`config.mk`:
```
export PLATFORM = sky130hd
export DESIGN_NAME = option_feeder
export DESIGN_NICKNAME = d
export VERILOG_FILES = /design/src/rtl/option_feeder.sv
export SDC_FILE = /design/constraint.sdc
export NUM_CORES = 1
export LEC_CHECK = 0
export BUFFER_PORTS_ARGS = -buffer_cell sky130_fd_sc_hd__buf_2
export CORE_MARGIN = 8
export CORE_UTILIZATION = 50
export DETAILED_ROUTE_END_ITERATION = 7
export GPL_TIMING_DRIVEN = 0
export PLACE_DENSITY = 0.69
export SLEW_MARGIN = 20
export SYNTH_ARGS = -nofsm -noshare
export SYNTH_HDL_FRONTEND = slang
export SYNTH_SLANG_ARGS = --single-unit
```
`constraint.sdc`:
```
create_clock -name clk -period 5.2 [get_ports clk]
set_clock_uncertainty 0.2 [all_clocks]
set_input_delay 1.04 -clock clk [delete_from_list [all_inputs] [get_ports clk]]
set_output_delay 1.04 -clock clk [all_outputs]
set_load 0.005 [all_outputs]
```
`src/rtl/option_feeder.sv`:
```
// option_feeder: producer side of the solver option stream.
// The candidate options for every line live in a recirculating FIFO, and each line is
// sent as one index word followed by that line's options. After each option the
// feeder waits for the solver's keep/drop verdict. A kept option goes back to the
// FIFO tail. The option count each line had in the previous pass is published on
// old_options_amnt.
// Optional macro STALL_DETECT_EN: adds the STUCK state and the stuck output. The feeder
// enters STUCK when a whole pass completes without any drop.
module option_feeder #(
    parameter int MAX_ROWS   = 3,
    parameter int MAX_COLS   = 3,
    parameter int SIZE       = 3,
    parameter int FIFO_DEPTH = 64,
    parameter int CNT_W      = 7,
    localparam int NUM_LINES = MAX_ROWS + MAX_COLS,
    localparam int LINE_W    = $clog2(NUM_LINES)
) (
    input  logic                       clk,
    input  logic                       rst,
    input  logic                       load_valid,
    input  logic                       load_is_index,
    input  logic [SIZE-1:0]            load_data,
    output logic                       load_ready,
    input  logic                       load_done,
    output logic                       out_valid,
    output logic                       out_is_index,
    output logic [SIZE-1:0]            out_option,
    input  logic                       out_ready,
    input  logic                       fb_valid,
    input  logic                       fb_keep,
    input  logic                       solved,
    output logic [NUM_LINES*CNT_W-1:0] old_options_amnt,
    output logic                       running,
`ifdef STALL_DETECT_EN
    output logic                       stuck,
`endif
    output logic                       done
);

    localparam int PTR_W  = $clog2(FIFO_DEPTH);
    localparam int FILL_W = $clog2(FIFO_DEPTH + 1);

    typedef enum logic [2:0] {
        S_IDLE    = 3'd0,
        S_LOAD    = 3'd1,
        S_ISSUE   = 3'd2,
        S_WAIT_FB = 3'd3,
`ifdef STALL_DETECT_EN
        S_STUCK   = 3'd5,
`endif
        S_DONE    = 3'd4
    } state_t;

    state_t state_reg, state_next;

    // FIFO storage: entry = {is_index, data}
    logic [SIZE:0]       mem [FIFO_DEPTH];
    logic [PTR_W-1:0]    wr_ptr_reg, rd_ptr_reg, rd_ptr_next;
    logic [FILL_W-1:0]   fill_reg;
    logic [SIZE:0]       head_reg;
    logic                fifo_empty, fifo_full;

    logic                push, pop;
    logic [SIZE:0]       push_word;
    logic [SIZE-1:0]     opt_hold_reg;
    logic [LINE_W-1:0]   cur_line_reg;
    logic                head_is_index;
    logic [LINE_W-1:0]   head_line;
    logic                load_fire, fb_fire, keep_fire;
    logic                cnt_inc, cnt_clear;

`ifdef STALL_DETECT_EN
    logic                first_pass_reg, drop_seen_reg;
    logic                drop_fire, pass_boundary, stall_hit;
`endif

    function automatic logic [PTR_W-1:0] ptr_inc(input logic [PTR_W-1:0] p);
        return (p == PTR_W'(FIFO_DEPTH - 1)) ? '0 : p + 1'b1;
    endfunction

    assign fifo_empty    = (fill_reg == '0);
    assign fifo_full     = (fill_reg == FILL_W'(FIFO_DEPTH));
    assign head_is_index = head_reg[SIZE];
    assign head_line     = head_reg[LINE_W-1:0];

    // Handshake strobes. While solved is high nothing moves, so a pending verdict is discarded.
    always_comb begin
        load_fire = (state_reg == S_LOAD) && load_valid && !fifo_full;
        pop       = (state_reg == S_ISSUE) && !fifo_empty && out_ready && !solved;
        fb_fire   = (state_reg == S_WAIT_FB) && fb_valid && !solved;
        keep_fire = fb_fire && fb_keep;
        // Index words always recirculate; options only when kept
        push      = load_fire || (pop && head_is_index) || keep_fire;
        if (load_fire)
            push_word = {load_is_index,
                         load_is_index ? SIZE'(load_data[LINE_W-1:0]) : load_data};
        else if (pop)
            push_word = head_reg;
        else
            push_word = {1'b0, opt_hold_reg};
        cnt_inc     = (load_fire && !load_is_index) || keep_fire;
        cnt_clear   = pop && head_is_index;
        rd_ptr_next = pop ? ptr_inc(rd_ptr_reg) : rd_ptr_reg;
    end

`ifdef STALL_DETECT_EN
    // Popping the index of line 0 closes one pass and opens the next
    always_comb begin
        drop_fire     = fb_fire && !fb_keep;
        pass_boundary = cnt_clear && (head_line == '0);
        stall_hit     = pass_boundary && !first_pass_reg && !drop_seen_reg;
    end

    // Drop tracking per pass. The boundary that opens the first pass has nothing to judge.
    always_ff @(posedge clk) begin
        if (rst) begin
            first_pass_reg <= 1'b1;
            drop_seen_reg  <= 1'b0;
        end else if (state_reg == S_LOAD) begin
            first_pass_reg <= 1'b1;
            drop_seen_reg  <= 1'b0;
        end else if (pass_boundary) begin
            first_pass_reg <= 1'b0;
            drop_seen_reg  <= 1'b0;
        end else if (drop_fire) begin
            drop_seen_reg  <= 1'b1;
        end
    end
`endif

    // FIFO pointers and occupancy. A simultaneous pop and push leaves the fill unchanged.
    always_ff @(posedge clk) begin
        if (rst) begin
            wr_ptr_reg <= '0;
            rd_ptr_reg <= '0;
            fill_reg   <= '0;
        end else begin
            if (push)
                wr_ptr_reg <= ptr_inc(wr_ptr_reg);
            rd_ptr_reg <= rd_ptr_next;
            case ({push, pop})
                2'b10:   fill_reg <= fill_reg + 1'b1;
                2'b01:   fill_reg <= fill_reg - 1'b1;
                default: fill_reg <= fill_reg;
            endcase
        end
    end

    // Storage array write port
    always_ff @(posedge clk) begin
        if (push)
            mem[wr_ptr_reg] <= push_word;
    end

    // Registered head read at the next read pointer. The bypass covers a word pushed
    // into a FIFO that would otherwise be empty.
    always_ff @(posedge clk) begin
        if (push && (wr_ptr_reg == rd_ptr_next))
            head_reg <= push_word;
        else
            head_reg <= mem[rd_ptr_next];
    end

    // Holds the option awaiting a verdict, and the line whose counter is being built
    always_ff @(posedge clk) begin
        if (rst) begin
            opt_hold_reg <= '0;
            cur_line_reg <= '0;
        end else begin
            if (pop)
                opt_hold_reg <= head_reg[SIZE-1:0];
            if (load_fire && load_is_index)
                cur_line_reg <= load_data[LINE_W-1:0];
            else if (cnt_clear)
                cur_line_reg <= head_line;
        end
    end

    // Per-line live counter and published previous-pass count
    genvar gi;
    generate
        for (gi = 0; gi < NUM_LINES; gi++) begin : g_line
            logic [CNT_W-1:0] live_cnt_reg;
            logic [CNT_W-1:0] old_cnt_reg;

            // Snapshot and clear on this line's index pop; saturating increment on a new option
            always_ff @(posedge clk) begin
                if (rst) begin
                    live_cnt_reg <= '0;
                    old_cnt_reg  <= '0;
                end else if (cnt_clear && (head_line == LINE_W'(gi))) begin
                    old_cnt_reg  <= live_cnt_reg;
                    live_cnt_reg <= '0;
                end else if (cnt_inc && (cur_line_reg == LINE_W'(gi)) && (live_cnt_reg != '1)) begin
                    live_cnt_reg <= live_cnt_reg + 1'b1;
                end
            end

            assign old_options_amnt[gi*CNT_W +: CNT_W] = old_cnt_reg;
        end
    endgenerate

    // State register
    always_ff @(posedge clk) begin
        if (rst)
            state_reg <= S_IDLE;
        else
            state_reg <= state_next;
    end

    // Next-state logic
    always_comb begin
        state_next = state_reg;
        case (state_reg)
            S_IDLE:    state_next = S_LOAD;
            S_LOAD:    if (load_done) state_next = S_ISSUE;
            S_ISSUE: begin
                if (solved)
                    state_next = S_DONE;
`ifdef STALL_DETECT_EN
                else if (stall_hit)
                    state_next = S_STUCK;
`endif
                else if (pop && !head_is_index)
                    state_next = S_WAIT_FB;
            end
            S_WAIT_FB: begin
                if (solved)
                    state_next = S_DONE;
                else if (fb_valid)
                    state_next = S_ISSUE;
            end
            S_DONE:    state_next = S_DONE;
`ifdef STALL_DETECT_EN
            S_STUCK:   state_next = S_STUCK;
`endif
            default:   state_next = S_IDLE;
        endcase
    end

    // Output decode. The FIFO head is shown only while issuing.
    always_comb begin
        out_valid    = (state_reg == S_ISSUE) && !fifo_empty;
        out_is_index = out_valid && head_is_index;
        out_option   = out_valid ? head_reg[SIZE-1:0] : '0;
        load_ready   = (state_reg == S_LOAD) && !fifo_full;
        running      = (state_reg == S_ISSUE) || (state_reg == S_WAIT_FB);
        done         = (state_reg == S_DONE);
`ifdef STALL_DETECT_EN
        stuck        = (state_reg == S_STUCK);
`endif
    end

endmodule
```
==> impl_results.md <==
* Status: finished, final reports clean
* Dpl cell area at 16970 um^2
* Ports at 62
* Library cells used by synthesis at 78
* Max-slew headroom at the worst pin at 0.2075
* Die Y at 194.4 um
* Setup crit start kind: flip-flop
* # setup viols final at 0
* Fmax achieved at 200.9 MHz
* Synth Area in XOR/XNOR at 0.02201
* Top cell type's share of synthesized area at 0.4830
* Largest area contributor in the netlist: edfxtp_1
* Die Width at 194.4 um
* CTS tree: yes
* Top FF cell, synth: edfxtp_1
* Synth async-reset ratio at 0
* P_leak at 6.067 nW
* Seq cells post-synth at 374
* H-Tree Depth at 2
* Fin crit share at 0.9571
* Total grt overflow at 0
* Syn Area/Cell at 14.24 um^2
* Initial core utilization at 0.5057
* Rows at 65
* Filler cells at 2415
* Post-synthesis compound-gate area fraction at 0.05275
* Worst-path cell with the longest stage delay: or4_4
* Vias in the first global route at 10010
* Pre-CTS setup slack at -752.7 ps
* Crit path required time at 5400 ps
* R2R Setup Slk at 220 ps
* First drt pass iteration count at 5
* PwrDens at 336.6 nW/um^2
* Register area share after synthesis at 0.6314
* Die area at 37800 um^2
* Mapped Nets at 1141
* Clock Latency Late Sink at 540 ps
* Max reg flops at 256
* WL final at 37540 um
* Post-route ant nets at 0
* CP dominant cell by count: buf_6
* Post-synthesis simple-gate area fraction at 0.1235
* Reg area at 10050 um^2
* Total Power at 6.200 mW
* Via count at 9906
* Syn Inst Count at 1118
* Finished Cell Area at 18420 um^2
* Critical Path, Cell by Cell: buf_6 > or4_4 > or3_4 > nand3_2 > inv_2 > and3_4 > a22o_4 > nor3_2 > buf_6 > ha_2 > buf_4 > xor2_1 > ha_1 > a21oi_2 > o21ai_0 > a221oi_2 > o21bai_1 > a222oi_1 > or3_1 > a21oi_1
* Final Hold Vio Count at 0
* DR WL/cell at 22.63 um
* Synth Cell Area at 15920 um^2
* Crit-path max cell delay at 550 ps
* Area of the multi-input gates at 5572 um^2
* First-pass GRT wire length at 58510 um
* Pin count of the biggest net entering global routing at 50
* RePlAce Congestion at 0.8945
* Initial antenna violation count at 1
* Clk sinks at 374
* Layout Nets at 1250
* Vias/cell at 5.971
* Port bufs at 61
* Clock-pin slew on the worst setup and hold paths at 70 ps
* Area delta synth->final at 15.71%
* RSZ-0062 raised after global routing: false
* Data arrival time of the critical path at 5180 ps
* Num CTS Buffers at 39
* Synth Warn # at 0
* Crit Path Category: reg2reg
* Worst min path class: reg2reg
* Peak supply drop at 321.7 uV
* Layout cells sized above 1 at 0.2158
* Synth Area in Adders at 0.008647
* Combinational family with the most area after synthesis: multiplexers
* Mux contribution to synthesized area at 0.1332
* Minimum clock period at 4977 ps
* Crit Path Max Fanout at 20
* Maximum Capacitance Violations at 0
* Clk buf depth at 3
* Root buf cell: clkbuf_16
* Final setup margin at 223.1 ps
* Least-Margin Pin Slew at 1178 ps
* # DRC at 0
* Post-synth top cells: edfxtp_1 (256), dfxtp_1 (118), nor2_1 (74), mux2i_1 (73), nand2b_1 (56)
* Most common cell in the synthesized netlist: edfxtp_1
* Synth top area cells: edfxtp_1 (48%), dfxtp_1 (15%), mux4_2 (6.9%), mux2i_1 (4.6%), nand2b_1 (2.2%)
* Fin. max-slew vios at 0
* CORE AREA at 31470 um^2
* Number of synthesized flops with an enable pin at 256
* GRT Total Usage at 0.1980
* Crit path capture type: flip-flop
* DR iter-0 viols at 811
* Hpwl dp at 26150 um
## report_power, final
| group | internal (mW) | switching [mW] | total [mW] |
|---|---|---|---|
| Clock | 1.67 | 1.15 | 2.83 |
| Combinational | 0.0612 | 0.124 | 0.186 |
| Sequential | 3.18 | 0.00772 | 3.19 |
## worst max-delay path, delay by kind of cell, from the launching register on
| family | cells | cell delay, ps |
|---|---|---|
| adders and majority gates | 2 | 440 |
| xor gates and xnor gates | 1 | 90 |
| buffers and inverters | 4 | 680 |
| and+or+nand+nor | 6 | 1680 |
| AOI/OAI and AO/OA | 7 | 1430 |
| DFF | 1 | 310 |
## path summary, 6_finish.rpt
check	start	endpoint	depth (start not counted)
max	fill_reg[1]$_SDFFE_PP0P_	fill_reg[6]$_SDFFE_PP0P_	20
min	g_line[1].old_cnt_reg[5]$_SDFFE_PP0P_	g_line[1].old_cnt_reg[5]$_SDFFE_PP0P_	2
min reg2reg	g_line[1].old_cnt_reg[5]$_SDFFE_PP0P_	g_line[1].old_cnt_reg[5]$_SDFFE_PP0P_	2
max reg2reg	fill_reg[1]$_SDFFE_PP0P_	fill_reg[6]$_SDFFE_PP0P_	20
## repair_timing
action / 4_1_cts / 5_1_grt
resized for setup: 22 / 6
endpoints found under the setup margin: 4 / 2
setup buffers: 0 / 2
hold buffers: 0 / 0
pin swaps: 1 / 2
## placed cells by master (no fill, tap or decap), drive strengths merged, types with 12 or more instances in the layout
cell type and instances:
a211oi 13, a21oi 22, and3 18, buf 113
clkbuf 75, clkinv 14, dfxtp 118, edfxtp 256
inv 12, mux2i 73, mux4 58, nand2 45
nand2b 56, nand3 15, nand4 19, nor2 74
nor2b 18, nor3 53, nor4 33, o21ai 18
xnor2 12, xor2 28
## layer usage
layer	routed length (um)	GRT usage
met1	16040	0.2647
met2	17610	0.3209
met3	2838	0.03558
met4	1050	0.07214
met5	0	0
## through the flow
stage               setup TNS (ps)  hold WS [ps]  utilization  std cells
finish                           0         270.9       0.5852       1659
CTS                              0         276.1       0.5826       1657
global placement           -284590         256.9       0.5314       1581
global route                     0         293.4       0.5852       1659
floorplan                        0         238.1            -       1118
detailed placement           -1439         257.8       0.5392       1588
## kinds of logic after synthesis
| group | count (synthesis) |
|---|---|
| compound gates | 109 |
| mux | 135 |
| fa+ha+maj | 11 |
| flops | 374 |
| simple gates | 366 |
| xor+xnor | 40 |
| buf+inv | 83 |
## layout make-up
type,instances,area share
well taps,402,0.02731
multi-input cells,661,0.3025
flip-flops and latches,374,0.5457
diodes,1,0.0001359
inverters,10,0.002038
repair buffers,70,0.02704
clock inverters,23,0.01284
plain buffers,71,0.02439
clock buffers,47,0.05802
(Power assumes the default switching activity.)
